[src/rtl/fft_bfly_exec_unit.sv]
// Radix-2 butterfly execution unit for the in-place 1024-point FFT.
// It reads ping-pong data RAM and twiddle ROM, computes the scaled butterfly, and writes to the opposite bank.
module fft_bfly_exec_unit #(
  parameter int DW  = 16,
  parameter int TW  = 16,
  parameter int AW  = 10,
  parameter int TAW = 9
) (
  input  logic              clk,
  input  logic              rst_n,
  input  logic              valid_i,
  output logic              ready_o,
  input  logic [AW-1:0]     addr_a_i,
  input  logic [AW-1:0]     addr_b_i,
  input  logic [TAW-1:0]    tw_addr_i,
  input  logic              memsel_i,
  input  logic              last_i,
  output logic              rd_en_o,
  output logic              rd_bank_o,
  output logic [AW-1:0]     rd_addr_a_o,
  output logic [AW-1:0]     rd_addr_b_o,
  input  logic [2*DW-1:0]   rd_data_a_i,
  input  logic [2*DW-1:0]   rd_data_b_i,
  output logic [TAW-1:0]    tw_addr_o,
  input  logic [2*TW-1:0]   tw_data_i,
  output logic              wr_en_o,
  output logic              wr_bank_o,
  output logic [AW-1:0]     wr_addr_a_o,
  output logic [AW-1:0]     wr_addr_b_o,
  output logic [2*DW-1:0]   wr_data_a_o,
  output logic [2*DW-1:0]   wr_data_b_o,
  output logic              busy_o,
  output logic              done_o
);

  localparam int PW = DW + TW + 1;

  logic              accept;
  logic              in_flight;
  logic              held_sel;
  logic              hist;

  logic              s1_valid;
  logic              s1_bank;
  logic              s1_last;
  logic [AW-1:0]     s1_addr_a;
  logic [AW-1:0]     s1_addr_b;

  logic              s2_valid;
  logic              s2_bank;
  logic              s2_last;
  logic [AW-1:0]     s2_addr_a;
  logic [AW-1:0]     s2_addr_b;
  logic signed [DW-1:0] s2_ar;
  logic signed [DW-1:0] s2_ai;
  logic signed [DW:0]   s2_pr;
  logic signed [DW:0]   s2_pi;

  logic              s3_last;

  logic signed [DW-1:0]    br;
  logic signed [DW-1:0]    bi;
  logic signed [TW-1:0]    wr;
  logic signed [TW-1:0]    wi;
  logic signed [DW+TW-1:0] m_rr;
  logic signed [DW+TW-1:0] m_ii;
  logic signed [DW+TW-1:0] m_ri;
  logic signed [DW+TW-1:0] m_ir;
  logic signed [PW-1:0]    pr_full;
  logic signed [PW-1:0]    pi_full;
  logic signed [PW-1:0]    pr_shift;
  logic signed [PW-1:0]    pi_shift;

  logic signed [DW+1:0] a_ext_r;
  logic signed [DW+1:0] a_ext_i;
  logic signed [DW+1:0] p_ext_r;
  logic signed [DW+1:0] p_ext_i;
  logic signed [DW+1:0] sum_r;
  logic signed [DW+1:0] sum_i;
  logic signed [DW+1:0] dif_r;
  logic signed [DW+1:0] dif_i;

  // Clamp the scaled product into DW+1 bits when the discarded high bits are not pure sign extension.
  function automatic logic signed [DW:0] sat_prod(input logic signed [PW-1:0] x);
    if ((&x[PW-1:DW]) || !(|x[PW-1:DW]))
      sat_prod = x[DW:0];
    else if (x[PW-1])
      sat_prod = {1'b1, {DW{1'b0}}};
    else
      sat_prod = {1'b0, {DW{1'b1}}};
  endfunction

  function automatic logic signed [DW-1:0] sat_out(input logic signed [DW+1:0] x);
    if ((&x[DW+1:DW-1]) || !(|x[DW+1:DW-1]))
      sat_out = x[DW-1:0];
    else if (x[DW+1])
      sat_out = {1'b1, {(DW-1){1'b0}}};
    else
      sat_out = {1'b0, {(DW-1){1'b1}}};
  endfunction

  // A bank switch waits until every older-bank butterfly has left the pipeline, so reads never overtake writes.
  assign in_flight   = s1_valid | s2_valid | wr_en_o;
  assign ready_o     = ~(valid_i & hist & (memsel_i ^ held_sel) & in_flight);
  assign accept      = valid_i & ready_o;
  assign rd_en_o     = accept;
  assign rd_bank_o   = memsel_i;
  assign rd_addr_a_o = addr_a_i;
  assign rd_addr_b_o = addr_b_i;
  assign tw_addr_o   = tw_addr_i;
  assign busy_o      = in_flight;

  assign br = rd_data_b_i[2*DW-1:DW];
  assign bi = rd_data_b_i[DW-1:0];
  assign wr = tw_data_i[2*TW-1:TW];
  assign wi = tw_data_i[TW-1:0];

  assign m_rr = br * wr;
  assign m_ii = bi * wi;
  assign m_ri = br * wi;
  assign m_ir = bi * wr;

  assign pr_full  = {m_rr[DW+TW-1], m_rr} - {m_ii[DW+TW-1], m_ii};
  assign pi_full  = {m_ri[DW+TW-1], m_ri} + {m_ir[DW+TW-1], m_ir};
  assign pr_shift = pr_full >>> (TW - 1);
  assign pi_shift = pi_full >>> (TW - 1);

  assign a_ext_r = {{2{s2_ar[DW-1]}}, s2_ar};
  assign a_ext_i = {{2{s2_ai[DW-1]}}, s2_ai};
  assign p_ext_r = {s2_pr[DW], s2_pr};
  assign p_ext_i = {s2_pi[DW], s2_pi};
  assign sum_r   = a_ext_r + p_ext_r;
  assign sum_i   = a_ext_i + p_ext_i;
  assign dif_r   = a_ext_r - p_ext_r;
  assign dif_i   = a_ext_i - p_ext_i;

  always_ff @(posedge clk) begin
    if (!rst_n) begin
      held_sel <= 1'b0;
      hist     <= 1'b0;
    end else if (accept) begin
      held_sel <= memsel_i;
      hist     <= 1'b1;
    end
  end

  always_ff @(posedge clk) begin
    if (!rst_n) begin
      s1_valid  <= 1'b0;
      s1_bank   <= 1'b0;
      s1_last   <= 1'b0;
      s1_addr_a <= '0;
      s1_addr_b <= '0;
    end else begin
      s1_valid  <= accept;
      s1_bank   <= memsel_i;
      s1_last   <= last_i;
      s1_addr_a <= addr_a_i;
      s1_addr_b <= addr_b_i;
    end
  end

  always_ff @(posedge clk) begin
    if (!rst_n) begin
      s2_valid  <= 1'b0;
      s2_bank   <= 1'b0;
      s2_last   <= 1'b0;
      s2_addr_a <= '0;
      s2_addr_b <= '0;
      s2_ar     <= '0;
      s2_ai     <= '0;
      s2_pr     <= '0;
      s2_pi     <= '0;
    end else begin
      s2_valid  <= s1_valid;
      s2_bank   <= s1_bank;
      s2_last   <= s1_last;
      s2_addr_a <= s1_addr_a;
      s2_addr_b <= s1_addr_b;
      s2_ar     <= rd_data_a_i[2*DW-1:DW];
      s2_ai     <= rd_data_a_i[DW-1:0];
      s2_pr     <= sat_prod(pr_shift);
      s2_pi     <= sat_prod(pi_shift);
    end
  end

  // Results land in the bank opposite to the one the operands came from.
  always_ff @(posedge clk) begin
    if (!rst_n) begin
      wr_en_o     <= 1'b0;
      wr_bank_o   <= 1'b0;
      wr_addr_a_o <= '0;
      wr_addr_b_o <= '0;
      wr_data_a_o <= '0;
      wr_data_b_o <= '0;
      s3_last     <= 1'b0;
      done_o      <= 1'b0;
    end else begin
      wr_en_o     <= s2_valid;
      wr_bank_o   <= ~s2_bank;
      wr_addr_a_o <= s2_addr_a;
      wr_addr_b_o <= s2_addr_b;
      wr_data_a_o <= {sat_out(sum_r >>> 1), sat_out(sum_i >>> 1)};
      wr_data_b_o <= {sat_out(dif_r >>> 1), sat_out(dif_i >>> 1)};
      s3_last     <= s2_valid & s2_last;
      done_o      <= wr_en_o & s3_last;
    end
  end

endmodule

[config.mk]
export PLATFORM = sky130hd
export DESIGN_NAME = fft_bfly_exec_unit
export DESIGN_NICKNAME = d
export VERILOG_FILES = /design/src/rtl/fft_bfly_exec_unit.sv
export SDC_FILE = /design/constraint.sdc
export NUM_CORES = 2
export LEC_CHECK = 0
export ABC_AREA = 1
export BUFFER_PORTS_ARGS = -buffer_cell sky130_fd_sc_hd__buf_2
export CORE_ASPECT_RATIO = 1.2
export CORE_MARGIN = 10
export CORE_UTILIZATION = 50
export CTS_CLUSTER_SIZE = 28
export DETAILED_ROUTE_END_ITERATION = 6
export GPL_TIMING_DRIVEN = 0
export PLACE_DENSITY = 0.67
export SYNTH_ARGS = -nofsm -noshare
export SYNTH_HDL_FRONTEND = slang
export SYNTH_SLANG_ARGS = --single-unit
[constraint.sdc]
create_clock -name clk -period 7.5 [get_ports clk]
set_clock_uncertainty 0.05 [all_clocks]
set_input_delay 0.75 -clock clk [delete_from_list [all_inputs] [get_ports clk]]
set_output_delay 0.75 -clock clk [all_outputs]
set_load 0.02 [all_outputs]
Word-level counts from Yosys, hierarchy flattened

Index checks and enable logic that the tools add are counted.

Register bits: 202
Input port bits: 130
Output and inout bits: 120
Word-level logic and storage cells: 81

$add $sub $neg: 6
$mul: 4
Mux-type cells: 12
Bitwise operators: 11
Reductions and logical operators: 24

Operators with widths:

| operator         | number |
|---|---|
| $mul 16x16->32   | 4 |
| $mux 16          | 8 |
| $mux 17          | 4 |
| $add 16x17->18   | 2 |
| $sub 16x17->18   | 2 |
| $add 32x32->33   | 1 |
| $sub 32x32->33   | 1 |
| $reduce_and 2->1 | 6 |
| $reduce_or 2->1  | 6 |
| $and 1x1->1      | 6 |
| $logic_not 1->1  | 6 |
| $logic_or 1x1->1 | 6 |
| $not 1->1        | 2 |
| $or 1x1->1       | 2 |
| $xor 1x1->1      | 1 |

Longest topological paths before layout

Depth in word-level cells: 6
Mapped depth: 34
Mapped depth without buffers: 32

Least setup slack after synthesis

OpenSTA, ideal clock, no wires.

Path type: input -> register
From: input rd_data_b_i[15]
To: register s2_pi[10]
Setup time: 0.132 ns
Data arrival time: 7.455 ns
Data required time: 7.318 ns
Slack: -0.137 ns
Cell stages on the path: 29
Path buffers: 3
Cell sequence: buf_2 clkbuf_1 nand2_1 fa_1 inv_1 fa_1 inv_1 fa_1 fa_1 fa_1 inv_1 fa_1 inv_1 fa_1 fa_1 inv_1 ha_1 inv_1 nor3_1 nand2_1 nor4_1 nand2_1 nand2_1 nand2_1 nand2_1 nand3_2 buf_4 nand2_1 a21oi_1

Longest elaborated chain between the ends: 6
Elaborated cells on any way between the ends: 8
Those cells by class: add/sub (1); mul (1); mux (2); reduce/logical (4)

RTL lines:

| item                 | RTL line | source |
|---|---|---|
| start, declared      | 23       | `input logic [2*DW-1:0] rd_data_b_i,` |
| $mul 16x16->32 *     | 121      | `assign m_ir = bi * wr;` |
| $add 32x32->33 *     | 124      | `assign pi_full = {m_ri[DW+TW-1], m_ri} + {m_ir[DW+TW-1], m_ir};` |
| $reduce_or 2->1      | 85       | `if ((&x[PW-1:DW]) \|\| !(\|x[PW-1:DW]))` |
| $logic_not 1->1      | 85       |  |
| $logic_or 1x1->1     | 85       |  |
| $mux 17 *            | 85       |  |
| end signal, assigned | 183      | `s2_pi <= sat_prod(pi_shift);` |
| end, declared        | 57       | `logic signed [DW:0] s2_pi;` |

Every way passes the cells marked *; elsewhere a longest branch is shown, timed or not.
A chain may end at the register's enable or synchronous reset.

Worst setup path in the final report

From: input rd_data_b_i[2]
To: register s2_pr[16]

Longest elaborated chain between the ends: 6
Elaborated cells on any way between the ends: 8
Those cells by class: add/sub (1); mul (1); mux (2); reduce/logical (4)

RTL lines:

| item                 | RTL line | source |
|---|---|---|
| $mul 16x16->32 *     | 119      | `assign m_ii = bi * wi;` |
| $sub 32x32->33 *     | 123      | `assign pr_full = {m_rr[DW+TW-1], m_rr} - {m_ii[DW+TW-1], m_ii};` |
| $reduce_or 2->1      | 85       |  |
| $logic_not 1->1      | 85       |  |
| $logic_or 1x1->1     | 85       |  |
| $mux 17 *            | 85       |  |
| end signal, assigned | 182      | `s2_pr <= sat_prod(pr_shift);` |
| end, declared        | 56       | `logic signed [DW:0] s2_pr;` |

Marked as above.

==> metrics.yaml <==
floorplan:
  core_um2: 103000
  die_area_um2: 117000
  start_util_pct: 50.3
  die_h_um: 372
  die_w_um: 314
  rows: 129
  ios: 250
route:
  routed_via_density: 5.16
  ant_nets: 0
  wire_per_inst_um: 23.0
  vias: 42497
  wirelength_mm: 189
  dr.pass1.iters: 6
  route.detailed.drc: 0
  drtIter0Drc: 3633
critical_path:
  slowest_delay_ns: 0.65
  cp-start-kind: "input port"
  cp_data_arrival_time_ns: 7.73
  ff2ff_path_depth: 11
  cpMostUsedCell: "fa_1"
  cp-end-kind: "flop"
  crit_type: "in -> reg"
  crit_slowest_cell: "clkbuf_1"
  path_max_fanout: 10
  worst-endpoint-required_ns: 7.84
clock_tree:
  hold_buffers: 0
  clkTransAtPathRegs_ns: 0.09
  h-tree-depth: 1
  cts_tree: "yes"
  root_buffer: "clkbuf_16"
  cts_buffers: 15
  insertion_delay_ns: 0.51
  cts.sinks: 202
  clk_path_buf_depth: 3
logic_synthesis:
  synth_area_um2: 51800
  ys_async_sr_fraction_pct: 0
  yosys_warnings: 0
  synth_area_leader_cell: "fa_1"
  synth_seq_cells: 202
  syn_inst: 6506
  yosys.area.top_type_share_pct: 45.5
  synth_edf_count: 0
  ys.flop_type: "dfxtp_1"
  synth_area_per_cell_um2: 7.96
  ys_types: 44
  synth_nets: 8178
  synth-seq-area-share_pct: 7.81
  synth_area_leaders: "fa_1 45%, inv_1 15%, nand2_1 11%"
global_routing:
  grt_use_met1_pct: 37.6
  grtUsageMet3_pct: 6.38
  grt_pass1_vias: 44682
  grt_max_degree: 24
  antenna_found_initial: 8
  grt_overflow: 0
  gr-usage-met2_pct: 53.5
  grt_usage_pct: 32.6
  grt-busiest-layer: "met2"
  grt_pass1_wl_mm: 278
placement:
  io_buffers: 238
  place_congestion: 1.04
  place.detailed.hpwl_mm: 158
run:
  maxCapViolCount: 0
layout:
  drive_above_1_share_pct: 11.8
  syn2layout_area_growth_pct: 11.3
  finalNetCount: 8517
worst_hold_path:
  worstHoldPathCells: 1
  hold_class: "reg -> reg"
timing:
  hold_ws_ns: 0.354
  rsz0062_at_grt: "true"
  hold_viol: 0
  relSlewSlack_pct: 37.5
  tightest_slew_ns: 0.938
  drv_slew: 0
  final.period_utilization_pct: 98.6
  finalSetupViolations: 0
  fin_crit_ns: 7.40
  fmax_ghz: 0.135
status:
  status: "completed"
==> flip-flops by register name, summed over array words and instances (netlist names), 10 cells and up <==
| name | cells |
|---|---|
| s2_addr_a | 10 |
| s1_addr_b | 10 |
| s2_addr_b | 10 |
| s2_ar | 16 |
| wr_addr_a_o | 10 |
| wr_data_b_o | 32 |
| s2_ai | 16 |
| s2_pr | 17 |
| s1_addr_a | 10 |
| s2_pi | 17 |
| wr_addr_b_o | 10 |
| wr_data_a_o | 32 |
==> final cells by class <==
| type | count | area [um^2] |
|---|---|---|
| Antenna cell | 7 | 17.5 |
| Buffer | 278 | 2170 |
| Clock buffer | 18 | 417 |
| Clock inverter | 7 | 60.1 |
| Fill cell | 9935 | 45400 |
| Inverter | 2110 | 7960 |
| Multi-Input combinational cell | 3915 | 39200 |
| Sequential cell | 202 | 4040 |
| Tap cell | 1375 | 1720 |
| Timing Repair Buffer | 323 | 1990 |
==> cell usage after synthesis (3+ instances only) <==
library cell	count
a21boi_0	5
a21o_1	11
a21oi_1	175
a31oi_1	9
buf_1	3
buf_2	26
buf_4	36
buf_6	4
clkbuf_1	208
dfxtp_1	202
fa_1	1176
ha_1	366
inv_1	2106
nand2_1	1514
nand2_2	5
nand3_1	115
nand3_2	5
nand3b_1	9
nand4_1	17
nor2_1	215
nor3_1	21
o211ai_1	3
o21a_1	5
o21ai_0	73
o21ai_1	12
o21ai_2	10
o21bai_1	24
o31ai_1	8
or2_2	23
xnor2_1	18
xor2_1	83
==> metal layers <==
| layer | wire length, um | share of wire, % | vias to the layer above |
|---|---|---|---|
| met5 | 23 | 0.012 | - |
| met4 | 18600 | 9.8 | 4 |
| met3 | 17300 | 9.1 | 675 |
| met2 | 87000 | 46 | 2076 |
| met1 | 66500 | 35 | 20941 |
| li1 | - | - | 18801 |
==> final timing paths <==
| kind | startpoint | to | slack (ns) |
|---|---|---|---|
| setup / recovery | rd_data_b_i[2] | s2_pr[16] | 0.10 |
| hold reg to reg | s2_bank | wr_bank_o | 0.35 |
| hold / removal | s2_bank | wr_bank_o | 0.35 |
| setup reg to reg | s2_pi[15] | wr_data_a_o[10] | 4.60 |
==> timing repair <==
item                                    CTS  global route
pin swaps                                11            79
resized for setup                       347           433
buffers inserted                         21            61
endpoints found under the hold margin     0             0
endpoints found under the setup margin   34            34
gates cloned                              0             3
==> critical path: cells and delay by family <==
kind	cells	cell delay, ns
fa+ha+maj	9	3.98
buf+inv	9	1.40
simple gates	11	1.60
==> logic make-up after synthesis <==
group                      after synthesis  share of synthesized area, %
AOI/OAI and AO/OA                      343                          3.73
adders and majority gates             1542                          54.3
DFF                                    202                          7.81
buffers and inverters                 2389                          17.7
and+or+nand+nor                       1929                          14.7
xor gates and xnor gates               101                          1.71
==> cell usage in the layout (no fill, tap or decap), types with 11 or more instances in the layout <==
cell	instances
nor3_1	19
clkbuf_1	27
nor2_1	205
dfxtp_1	202
inv_1	2070
clkbuf_4	50
o21ai_1	19
nand3_1	112
clkbuf_16	23
fa_1	1150
clkbuf_2	56
nand2_2	34
buf_6	50
inv_2	27
a21o_1	11
buf_4	129
o21bai_1	24
buf_12	13
nand2_4	11
ha_4	20
fa_2	26
nand4_1	17
o21ai_0	66
ha_1	340
xor2_1	83
or2_2	23
nand2_1	1473
buf_2	260
a21oi_2	17
xnor2_1	18
a21oi_1	158
==> stage by stage <==
| stage | area, um^2 | instances | setup TNS (ns) | utilization, % | worst slack, ns |
|---|---|---|---|---|---|
| 6_report | 57600 | 8235 | 0 | 55.9 | 0.104 |
| 5_1_grt | 57600 | 8229 | -0.432 | 55.9 | -0.0501 |
| 4_1_cts | 56300 | 8165 | -0.000564 | 54.6 | -0.000564 |
| 3_5_place_dp | 54700 | 8119 | -59.61 | 53.1 | -1.99 |
| 3_3_place_gp | 54700 | 8119 | -57.66 | 53.1 | -1.97 |
| 2_1_floorplan | 51800 | 6506 | 0 | - | 0.0240 |
Power is not shown: default switching activity piles up to over one toggle a cycle in this logic, so the estimate is an artifact.
